File: config.mk
export PLATFORM = sky130hd
export DESIGN_NAME = seq_det_prog
export DESIGN_NICKNAME = d
export VERILOG_FILES = /design/src/rtl/seq_det_pkg.sv /design/src/rtl/seq_det_sat_cnt.sv /design/src/rtl/seq_det_prog.sv
export SDC_FILE = /design/constraint.sdc
export NUM_CORES = 1
export LEC_CHECK = 0
export ABC_CLOCK_PERIOD_IN_PS = 3790
export BUFFER_PORTS_ARGS = -buffer_cell sky130_fd_sc_hd__buf_4
export CAP_MARGIN = 20
export CORE_ASPECT_RATIO = 1.5
export CORE_MARGIN = 8
export CORE_UTILIZATION = 41
export DETAILED_ROUTE_END_ITERATION = 8
export RECOVER_POWER = 100
export SETUP_SLACK_MARGIN = 0.02
export SLEW_MARGIN = 40
export SYNTH_ARGS = -nofsm -noshare
export SYNTH_HDL_FRONTEND = slang
export SYNTH_HIERARCHICAL = 1
export SYNTH_SLANG_ARGS = --single-unit
File: constraint.sdc
create_clock -name clk -period 3.79 [get_ports clk]
set_input_delay 0.5685 -clock clk [delete_from_list [all_inputs] [get_ports clk]]
set_output_delay 0.5685 -clock clk [all_outputs]
set_load 0.005 [all_outputs]
File: src/rtl/seq_det_pkg.sv
// Shared types and helpers for the programmable serial pattern detector.
// The config struct is sized by SEQ_MAX_LEN; instantiate seq_det_prog with MAX_LEN equal to it.
package seq_det_pkg;

  localparam int SEQ_MAX_LEN = 8;

  function automatic int len_w(input int max_len);
    return $clog2(max_len + 1);
  endfunction

  localparam int SEQ_LEN_W = len_w(SEQ_MAX_LEN);

  typedef struct packed {
    logic [SEQ_MAX_LEN-1:0] pattern;
    logic [SEQ_LEN_W-1:0]   len;
    logic                   overlap;
  } seq_det_cfg_t;

  function automatic logic [SEQ_LEN_W-1:0] clamp_len(input logic [SEQ_LEN_W-1:0] len);
    return (len > SEQ_LEN_W'(SEQ_MAX_LEN)) ? SEQ_LEN_W'(SEQ_MAX_LEN) : len;
  endfunction

endpackage

File: src/rtl/seq_det_sat_cnt.sv
// Saturating event counter with sticky saturation flag; one-cycle update latency.
// Clear wins over hold but still counts a coincident increment; never stalls its source.
module seq_det_sat_cnt #(
  parameter int CNT_W = 16
) (
  input  logic             clk,
  input  logic             rst,
  input  logic             inc,
  input  logic             clr,
  output logic [CNT_W-1:0] count,
  output logic             sat
);

  localparam logic [CNT_W-1:0] CNT_MAX = '1;

  always_ff @(posedge clk or posedge rst) begin
    if (rst) begin
      count <= '0;
      sat   <= 1'b0;
    end else if (clr) begin
      count <= inc ? CNT_W'(1) : '0;
      sat   <= 1'b0;
    end else if (inc && !sat) begin
      count <= count + 1'b1;
      if (count == CNT_MAX - 1'b1) sat <= 1'b1;
    end
  end

endmodule

File: src/rtl/seq_det_prog.sv
// Runtime-programmable serial pattern detector; match is registered one cycle after the accepting edge.
// No backpressure: every valid bit is taken except in a config-write cycle, where it is dropped.
module seq_det_prog
  import seq_det_pkg::*;
#(
  parameter int                 MAX_LEN     = SEQ_MAX_LEN,
  parameter int                 CNT_W       = 16,
  parameter logic [MAX_LEN-1:0] RST_PATTERN = 'b11011,
  parameter int                 RST_LEN     = 5,
  parameter bit                 RST_OVERLAP = 1'b1,
  localparam int                LEN_W       = len_w(MAX_LEN)
) (
  input  logic               clk,
  input  logic               rst,
  input  logic               in_valid,
  input  logic               in_bit,
  input  logic               cfg_we,
  input  logic [MAX_LEN-1:0] cfg_pattern,
  input  logic [LEN_W-1:0]   cfg_len,
  input  logic               cfg_overlap,
  input  logic               cnt_clr,
  output logic               match,
  output logic [CNT_W-1:0]   match_count,
  output logic               count_sat
);

  seq_det_cfg_t       cfg_q;
  logic [MAX_LEN-1:0] hist_q;
  logic [MAX_LEN-1:0] hist_nxt;
  logic [MAX_LEN-1:0] len_mask;
  logic [LEN_W-1:0]   fill_q;
  logic [LEN_W-1:0]   fill_inc;
  logic               accept;
  logic               hit;

  // Compare on the post-shift history so the hit lines up with the accepted bit.
  always_comb begin
    accept   = in_valid & ~cfg_we;
    hist_nxt = {hist_q[MAX_LEN-2:0], in_bit};
    fill_inc = (fill_q == LEN_W'(MAX_LEN)) ? fill_q : fill_q + 1'b1;
    len_mask = '0;
    for (int i = 0; i < MAX_LEN; i++) begin
      len_mask[i] = (LEN_W'(i) < cfg_q.len);
    end
    hit = accept && (cfg_q.len != '0) && (fill_inc >= cfg_q.len) &&
          (((hist_nxt ^ cfg_q.pattern) & len_mask) == '0);
  end

  always_ff @(posedge clk or posedge rst) begin
    if (rst) begin
      cfg_q  <= '{pattern: RST_PATTERN, len: clamp_len(LEN_W'(RST_LEN)), overlap: RST_OVERLAP};
      hist_q <= '0;
      fill_q <= '0;
      match  <= 1'b0;
    end else if (cfg_we) begin
      cfg_q  <= '{pattern: cfg_pattern, len: clamp_len(cfg_len), overlap: cfg_overlap};
      fill_q <= '0;
      match  <= 1'b0;
    end else begin
      match <= hit;
      if (accept) begin
        hist_q <= hist_nxt;
        fill_q <= (hit && !cfg_q.overlap) ? '0 : fill_inc;
      end
    end
  end

  seq_det_sat_cnt #(
    .CNT_W(CNT_W)
  ) u_cnt (
    .clk  (clk),
    .rst  (rst),
    .inc  (hit),
    .clr  (cnt_clr),
    .count(match_count),
    .sat  (count_sat)
  );

endmodule

==> metrics <==
status complete, no violations; Worst Setup Path Type register to register; Initial Util 41.7%; Max Clock Freq about 300 MHz; setup violators final 0; Final Max Tran Viols 0; Worst VDD drop about 0.17 mV; CTS root buf clkbuf_8; first-pass GRT wire length approximately 8 mm; Overflow after GRT 0; Std-Cell Rows 33; most frequent cells in the layout 35 x dfrtp_1, 17 x clkbuf_4, 16 x mux2_1, 16 x buf_4, 15 x nand2_1; async set-or-reset flop fraction in the synthesized netlist 100%; filler instances 532; CTS Hold Bufs 0; #FFs+latches synth 42; Worst-Margin Slew around 1.1 ns; Post-DP Area between 0.002 and 0.003 mm^2; Worst Hold Class input pin to asynchronous set/reset pin; ANT nets after route 0; Post-synth EDFFs 0; crit-path max FO 11; final layout net count ~270; DR pass1 iterations 4; synth top area cells dfrtp_1 39%, dfstp_2 8.2%, mux2_1 8.1%, ha_1 4.5%, xnor2_1 4.3%; deepest clock path buffer count 2; initial DRC count 44; RSZ-0062 raised after global routing no; final hold vios 0; Leak 0.00112 uW; critical path data required time 4.02 ns; Avg Vias per Cell 5.23; Setup WS pre-CTS 0.479 ns; Skew-Pair Late Insertion Delay 0.30 ns; post-synthesis sequential area ratio a little under half; fin worst setup slack 0.469 ns; crit path time final roughly 3.3 ns; Max-Cap Viols 0; die width approximately 76 um; CP Launch Type register; Cell Pwr Density 393 mW/mm^2; Max H-tree Level 2; drt total wl about 4.7 mm; CP startpoint fill_q[0]; dominant cell type by area after synthesis dfrtp_1; Syn Area/Cell 10.8 um^2; register area 0.00106 mm^2; GP Congestion between 0.7 and 0.8; total track usage 12.1%; multi-input logic area ~0.0011 mm^2; Clock Skew roughly 0.0077 ns; Die H around 110 um; synth warn 6; via count between 1500 and 2000; Post-Syn Area 0.00224 mm^2; Cells after Synth 207; Reg clk slew, reported paths around 0.080 ns; Distinct cells, synth 47; count of port buffers added during placement 36; CTS Buf Count 5; largest net degree at the start of global routing 26; Mapped Nets 234; final instance area between 0.002 and 0.003 mm^2; Final Non-Filler Cells 313; Setup Buffers After CTS 0; CTS Sinks between 40 and 50; setup_tns 0 ns; most common cell after layout, fill and taps aside dfrtp_1; drt wl/cell about 15 um; Slew HR 28.0%; Placed Cells 305; # diodes 0; Core Region 0.00537 mm^2; Detail Placement HPWL 3.56 mm; vias in the first global route 1697; drt drc 0; I/O pin count 37; Synth Flop Type dfrtp_1; Die ar. 0.00812 mm^2; Reg-to-Reg Start fill_q[0]; number of gates resized after CTS 0; final critical-path share of the clock period 87.6%; Arr. time, crit path 3.55 ns; crit path capture type register; TritonCTS clock tree yes; initial antenna violation count 0; Layout area overhead 16.8%; post-synth top area share 39.1%; worst hold margin 0.365 ns; layout cell share with drive strength beyond 1 23.5%
-- Yosys cell counts, drive strengths merged, types with 3 or more instances --
cell type,n
o21ai,12
and3,3
inv,11
or3,6
o22ai,9
nor2,11
mux2,16
nand2,15
dfstp,7
dfrtp,35
nand3,10
nand4,5
xor2,6
ha,8
xnor2,11
a21oi,9
buf,6
-- path summary, 6_finish.rpt --
path,to,slack [ns],depth (start not counted)
worst min-delay path,u_cnt/count[0],0.36,2
max in group asynchronous,match,2.73,2
worst max-delay path,u_cnt/count[13],0.47,13
min in group clk,cfg_q[3],0.45,2
worst max register to register,u_cnt/count[13],0.47,13
worst min register to register,hist_q[6],0.52,1
-- state kept, by name (all words and copies together) (netlist names) --
| signal | flops |
|---|---|
| u_cnt/count | 16 |
| hist_q | 7 |
| u_cnt/sat | 1 |
| match | 1 |
| cfg_q | 13 |
| fill_q | 4 |
-- final cells by class --
type	count	share of cell area [%]
Timing Repair Buffer	36	9.91
Sequential cell	42	40.5
Clock buffer	6	3.16
Clock inverter	2	0.479
Tap cell	70	3.35
Multi-Input combinational cell	146	41.0
Inverter	11	1.58
-- kinds of logic after synthesis --
kind of cell             share of synthesized area [%]
AND/OR/NAND/NOR                                   17.1
buffers and inverters                             4.03
multiplexers                                      8.50
XOR/XNOR                                          6.66
adder cells (fa/ha/maj)                           4.47
AO/OA/AOI/OAI                                     11.9
flip-flops                                        47.4
-- worst max-delay path, stage by stage (launching register included) --
cell,delay [ns]
dfrtp_1,0.41
inv_1,0.11
ha_1,0.17
nand3b_1,0.09
xnor2_1,0.26
inv_1,0.07
ha_1,0.27
o21ai_0,0.10
a21oi_1,0.19
and4bb_4,0.33
nor2b_4,0.20
nand4_1,0.32
or4_1,0.57
a21oi_1,0.15
-- power breakdown --
group	internal, uW	switching, uW
clock network	146	155
registers	500	42.1
logic	97.9	84.9
total	744	283
-- routing by layer --
layer	wire length (um)	GRT usage [%]
met3	198	3.55
met2	2510	21.8
met5	0	0
met4	76	5.39
met1	1890	12.8
-- metrics by stage --
stage	util, %	power (uW)
after floorplan	-	684
after global placement	47.4	737
after detailed placement	47.4	741
after CTS	49.2	1050
after global routing	48.7	1090
final	48.7	1030
(Power assumes the default switching activity.)
